==> config.mk <==
export PLATFORM = sky130hd
export DESIGN_NAME = output_port_arbiter
export DESIGN_NICKNAME = d
export VERILOG_FILES = /design/src/rtl/noc_pkg.sv /design/src/rtl/rr_arbiter_4.sv /design/src/rtl/output_port_arbiter.sv
export SDC_FILE = /design/constraint.sdc
export NUM_CORES = 1
export LEC_CHECK = 0
export ABC_AREA = 1
export CAP_MARGIN = 25
export CORE_MARGIN = 2
export CORE_UTILIZATION = 38
export DETAILED_ROUTE_END_ITERATION = 8
export PLACE_DENSITY_LB_ADDON = 0.25
export SLEW_MARGIN = 20
export SYNTH_ARGS = -nofsm -noshare
export SYNTH_HDL_FRONTEND = slang
export SYNTH_SLANG_ARGS = --single-unit
==> constraint.sdc <==
create_clock -name clk -period 2.2 [get_ports clk]
set_input_delay 0.33 -clock clk [delete_from_list [all_inputs] [get_ports clk]]
set_output_delay 0.33 -clock clk [all_outputs]
set_load 0.02 [all_outputs]
==> src/rtl/noc_pkg.sv <==
// noc_pkg: shared flit geometry and output-port encodings for the router
package noc_pkg;
  localparam int FLIT_SIZE = 16;
  localparam int ROUTE_BITS = 2;
  typedef enum logic [1:0] {NORTH = 2'd0, EAST = 2'd1, SOUTH = 2'd2, WEST = 2'd3} port_e;
endpackage

==> src/rtl/rr_arbiter_4.sv <==
// rr_arbiter_4: combinational 4-way round-robin grant, searching upward from ptr_i
module rr_arbiter_4 (
  input  logic [3:0] req_i,
  input  logic [1:0] ptr_i,
  output logic [3:0] grant_o,
  output logic [1:0] winner_o,
  output logic       any_o
);
  always_comb begin
    winner_o = ptr_i;
    any_o = |req_i;
    // Descending offsets so the nearest requester at or above ptr_i is written last.
    for (int k = 3; k >= 0; k--)
      if (req_i[ptr_i + 2'(k)]) winner_o = ptr_i + 2'(k);
    grant_o = any_o ? 4'b0001 << winner_o : 4'b0000;
  end
endmodule

==> src/rtl/output_port_arbiter.sv <==
// output_port_arbiter: round-robin selects one routed flit per cycle from 4 inputs
// into a single registered output stage, stripping the route field.
module output_port_arbiter
  import noc_pkg::*;
#(
  parameter int          flit_size          = FLIT_SIZE,
  parameter int          modified_flit_size = flit_size + ROUTE_BITS,
  parameter logic [1:0]  port_id            = 2'd0
) (
  input  logic                            clk,
  input  logic                            reset,
  input  logic [4*modified_flit_size-1:0] in_flits,
  input  logic [3:0]                      in_valid,
  output logic [3:0]                      in_ready,
  output logic [flit_size-1:0]            out_flit,
  output logic                            out_valid,
  input  logic                            out_ready
);
  logic [3:0] req, grant;
  logic [1:0] winner, rr_ptr_q, rr_ptr_d;
  logic any_req, load_en, take;
  logic [flit_size-1:0] out_flit_q, out_flit_d;
  logic out_valid_q, out_valid_d;
  always_comb begin
    req = '0;
    for (int i = 0; i < 4; i++)
      req[i] = in_valid[i] && (in_flits[i*modified_flit_size + modified_flit_size - 1 -: ROUTE_BITS] == port_id);
  end
  rr_arbiter_4 u_rr (
    .req_i   (req),
    .ptr_i   (rr_ptr_q),
    .grant_o (grant),
    .winner_o(winner),
    .any_o   (any_req)
  );
  always_comb begin
    load_en = !out_valid_q || out_ready;
    take = load_en && any_req;
    out_flit_d = take ? in_flits[int'(winner)*modified_flit_size +: flit_size] : out_flit_q;
    out_valid_d = take || (out_valid_q && !out_ready);
    rr_ptr_d = take ? winner + 2'd1 : rr_ptr_q;
    in_ready = (take && !reset) ? grant : 4'b0000;
  end
  always_ff @(posedge clk or posedge reset) begin
    if (reset) begin
      out_flit_q <= '0;
      out_valid_q <= 1'b0;
      rr_ptr_q <= 2'd0;
    end else begin
      out_flit_q <= out_flit_d;
      out_valid_q <= out_valid_d;
      rr_ptr_q <= rr_ptr_d;
    end
  end
  assign out_flit = out_flit_q;
  assign out_valid = out_valid_q;
endmodule

# ---- After elaboration in Yosys (flattened, before gate mapping)
# Index checks and enable logic that the tools add are counted.
dict set report word_totals {
  reg_bits 19
  output_inout_bits 21
}
dict set report op_classes {
  addsub 4
  n_mul 1
  n_lt_le_gt_ge 4
  n_shift 2
  n_mux 14
  n_reduce_logical 17
}
# cell n
set ops {}
lappend ops {{variable part select 72 x 8 -> 16 bit} 1}
lappend ops {{< comparator 2 x 3 -> 1 bit, second input constant} 4}
lappend ops {{binary-select mux 1 bit (select 2 bit)} 4}
lappend ops {{logical NOT 2 bit} 4}
lappend ops {{2-to-1 mux 2 bit} 4}
lappend ops {{2-to-1 mux 4 bit} 2}
lappend ops {{logical AND 1 bit} 7}
lappend ops {{multiplier 2 x 4 -> 6 bit, second input constant} 1}
lappend ops {{adder 2 x 1 -> 2 bit, second input constant} 2}
lappend ops {{adder 2 bit, second input constant} 2}
lappend ops {{2-to-1 mux 1 bit} 4}
lappend ops {{OR reduction 4 bit} 1}
lappend ops {{<< shifter 1 x 2 -> 4 bit, first input constant} 1}
lappend ops {{logical NOT 1 bit} 3}
lappend ops {{logical OR 1 bit} 2}

# ---- Logic depth before layout (Yosys ltp)
dict set report logic_depth {
  word_depth 11
  ltp_mapped 16
}

# ---- Cells and area by module
# A second synthesis with hierarchy kept.
dict set report hier_totals {
  hier_cells 340
  hier_area_um2 1866.8
}
# mod instances cells_per_inst area_per_inst_um2 seq_area_each_um2
set modules_own_cells {}
lappend modules_own_cells {output_port_arbiter 1 281 1594.0 475.5}
lappend modules_own_cells {rr_arbiter_4 1 59 272.8 0.0}

# ---- Worst setup path after synthesis
# No wires, ideal clock.
dict set report synth_timing {
  kind {flip-flop to output port}
  from {register rr_ptr_q[0]}
  to {output port in_ready[2]}
  arrival_ns 1.910
  slack_ns -0.040
  stages_incl_launch_ff 15
  n_path_buf 2
  path_cell_list {dfrtp_1 -> buf_6 -> inv_4 -> nand3_1 -> nand3_1 -> nand2_2 -> o21ai_4 -> nand2_2 -> nand2_4 -> nand2_4 -> buf_6 -> inv_1 -> ha_1 -> inv_1 -> nor2_1}
}
dict set report synth_via {
  elab_chain_len 10
  word_cells_on_any_way 18
  cone_classes {add/sub (3); shift (1); mux (14)}
}
# element line
set synth_rtl {}
lappend synth_rtl {{from (decl)} output_port_arbiter.sv:20} ;# logic [1:0] winner, rr_ptr_q, rr_ptr_d;
lappend synth_rtl {{from (signal assigned)} output_port_arbiter.sv:52} ;# rr_ptr_q <= rr_ptr_d;
lappend synth_rtl {{adder 2 bit} rr_arbiter_4.sv:14} ;# if (req_i[ptr_i + 2'(k)]) winner_o = ptr_i + 2'(k);
lappend synth_rtl {{binary-select mux 1 bit (select 2 bit)} rr_arbiter_4.sv:14}
lappend synth_rtl {{2-to-1 mux 1 bit (not written as such)} rr_arbiter_4.sv:14}
lappend synth_rtl {{2-to-1 mux 2 bit (3 in a row)} rr_arbiter_4.sv:14}
lappend synth_rtl {{2-to-1 mux 2 bit *} rr_arbiter_4.sv:14}
lappend synth_rtl {{<< shifter 1 x 2 -> 4 bit *} rr_arbiter_4.sv:15} ;# grant_o = any_o ? 4'b0001 << winner_o : 4'b0000;
lappend synth_rtl {{2-to-1 mux 4 bit *} rr_arbiter_4.sv:15}
lappend synth_rtl {{2-to-1 mux 4 bit *} output_port_arbiter.sv:42} ;# in_ready = (take && !reset) ? grant : 4'b0000;
lappend synth_rtl {{to (decl)} output_port_arbiter.sv:14} ;# output logic [3:0] in_ready,
# Every way passes the cells marked *; elsewhere a longest branch is shown, timed or not. The select of a mux whose other input is x is not followed.

# ---- Final worst setup path
dict set report layout_timing {
  from {register rr_ptr_q[0]}
  to {output port in_ready[0]}
}
# Same word-level chain as after synthesis.

==> run metrics <==
failing checks negative setup slack; Worst Path Arrival 1.99 ns; Crit. End Element output port; hold buffer count at cts 0; register area share after synthesis 0.2885; Avg Inst Size Synth around 6.4 µm²; run status finished with violations; fraction of registers with async set/reset 1.000; Ys Warns 0; final worst setup slack -0.1158 ns; Vias 2152; antenna-violating nets left 0; Period Utilization, post-route 1.053; PortBufs 99; Core Area 4086 µm²; dpl cell area 2739 µm²; die area 4879 µm²; vias in the first global route 2095; Setup CP Type flop to output port; Clock Tree Buf Depth 2; fin. max-slew vios 0; final net count 455; worst r2r src rr_ptr_q[0]; ANT cells 0; Reg clk slew, reported paths 0.08 ns; DRT Wirelength 5.624 mm; Final GP Congestion 0.7925; area leader, netlist dfrtp_1; prevailing post-synth register cell dfrtp_1; critical path peak fanout 8; pre-CTS setup slack -0.7616 ns; Detail Placement HPWL 4.082 mm; die width about 70 µm; Worst Tran Pin Value between 0.3 and 0.4 ns; worst-skew pair later-pin latency 0.26 ns; min-delay worst type input port to async pin; mean number of vias per cell 5.112; Power Density 1463 nW/µm²; worst rel slew slack 0.7739; max-cap viol count 0; CTS Sinks 19; I/O pins 100; root buffer cell clkbuf_8; final hold violation count 0; VDD IR max 0.8251 mV; Starting Density 0.4032; r2r setup slk 0.18 ns; Post-Syn Nets 340; Netlist Area Pre-Place 1648 µm²; WHS roughly 0.42 ns; final setup vio count 4; top-area cell type share of the netlist area 0.2885; total grt overflow 0; Worst EP required 1.87 ns; H-tree levels 1; area delta synth->final 75.85%; #FFs+latches synth 19; first-pass GRT wire length 9.356 mm; Power Total 4.240 mW; Post-synth EDFFs 0; drt first-iter violations 113; highest clock rate between 400 and 500 MHz; Core Util, Final 0.7091; global-route usage over all layers 0.2319; layout cell share with drive strength beyond 1 0.1887; DR pass1 iterations 4; Layout fillers 361; startpoint types flop; row cnt 23; total leakage power 1.378 nW; final instance area 2898 µm²; drt wl/cell 13.36 µm; largest net degree at the start of global routing 33; top cells by area, synth dfrtp_1 (29%), nand3_1 (28%), nand2_1 (21%); Die Y 69.85 µm; # DRC 0; CP startpoint rr_ptr_q[0]; CTS tree built; clk_skew 0.004385 ns; most common cell in the synthesized netlist nand2_1; min cycle time layout 2.316 ns; commonest cells in the netlist nand2_1 (92), nand3_1 (91), dfrtp_1 (19); post-synthesis cell count 257; initial antenna violation count 0; CTS Buf Count 3; RSZ-0062 raised after global routing yes; post-synth cell types 22
-- logic make-up (layout without fill, tap and decap cells) --
kind of cell | Yosys count | count (layout) | share of synthesized area
flops | 19 | 19 | 0.2885
buf+inv | 28 | 142 | 0.09795
compound gates | 6 | 6 | 0.03417
simple gates | 200 | 200 | 0.5490
fa+ha+maj | 4 | 4 | 0.03037
-- flip-flops by register name (all words and copies together), names as in the netlist --
| register | cells |
|---|---|
| out_flit | 16 |
| out_valid | 1 |
| rr_ptr_q | 2 |
-- final timing paths --
kind                                 to  cells after the start
hold / removal              out_flit[0]                      3
max in group asynchronous   rr_ptr_q[0]                      3
setup reg to reg           out_flit[12]                     15
hold reg to reg             out_flit[7]                      2
min in group clk            out_flit[7]                      2
setup / recovery            in_ready[0]                     14
-- power breakdown --
| group | internal [mW] | switching (mW) |
|---|---|---|
| clock | 0.126 | 0.131 |
| sequential | 0.519 | 0.124 |
| combinational | 1.43 | 1.91 |
-- worst max-delay path, cell delays in order, from the launching register on --
cell	delay, ns
dfrtp_2	0.49
inv_4	0.08
nand2_1	0.08
nand2_2	0.07
nand3_2	0.08
nand2_2	0.07
o21ai_4	0.19
nand2_2	0.09
nand2_4	0.07
nand2_4	0.06
inv_2	0.06
ha_1	0.13
inv_1	0.05
nor2_2	0.08
buf_6	0.12
-- repair_timing --
| action | 4_1_cts | 5_1_grt |
|---|---|---|
| setup endpoints to repair | 4 | 5 |
| pin swaps | 18 | 2 |
| resized for setup | 52 | 3 |
| setup buffers | 7 | 0 |
-- cell type report --
type | instances | area [µm²] | share of cell area
Clock buffer | 3 | 41.29 | 0.01425
Clock inverter | 1 | 5.005 | 0.001727
Inverter | 13 | 51.30 | 0.01770
Multi-Input combinational cell | 210 | 1081 | 0.3731
Sequential cell | 19 | 476.7 | 0.1645
Tap cell | 50 | 62.56 | 0.02159
Timing Repair Buffer | 125 | 1180 | 0.4072
-- placed cells by master (no fill, tap or decap), drive strengths merged --
| cell type | instances |
|---|---|
| dlymetal6s2s | 1 |
| nand3 | 93 |
| dlygate4sd2 | 8 |
| nor2 | 11 |
| clkinv | 2 |
| o21ai | 4 |
| a221oi | 1 |
| dfrtp | 19 |
| buf | 30 |
| clkbuf | 3 |
| ha | 4 |
| nand2 | 96 |
| a21oi | 1 |
| inv | 12 |
| clkdlybuf4s50 | 86 |
-- stage by stage --
stage | TNS [ns] | std cells
floorplan | 0 | 257
global placement | -3.503 | 410
detailed placement | -5.519 | 410
CTS | -0.5222 | 421
global route | -1.082 | 421
finish | -0.4363 | 421
-- metal layers --
| layer | wire, µm | up-vias | global-route usage |
|---|---|---|---|
| met4 | 65 | 0 | 0.06197 |
| met3 | 323 | 7 | 0.04040 |
| met1 | 2281 | 1004 | 0.2697 |
| met5 | 0 | - | 0 |
| li1 | - | 1077 | - |
| met2 | 2953 | 64 | 0.4339 |
Power figures use the tool's default switching activity.
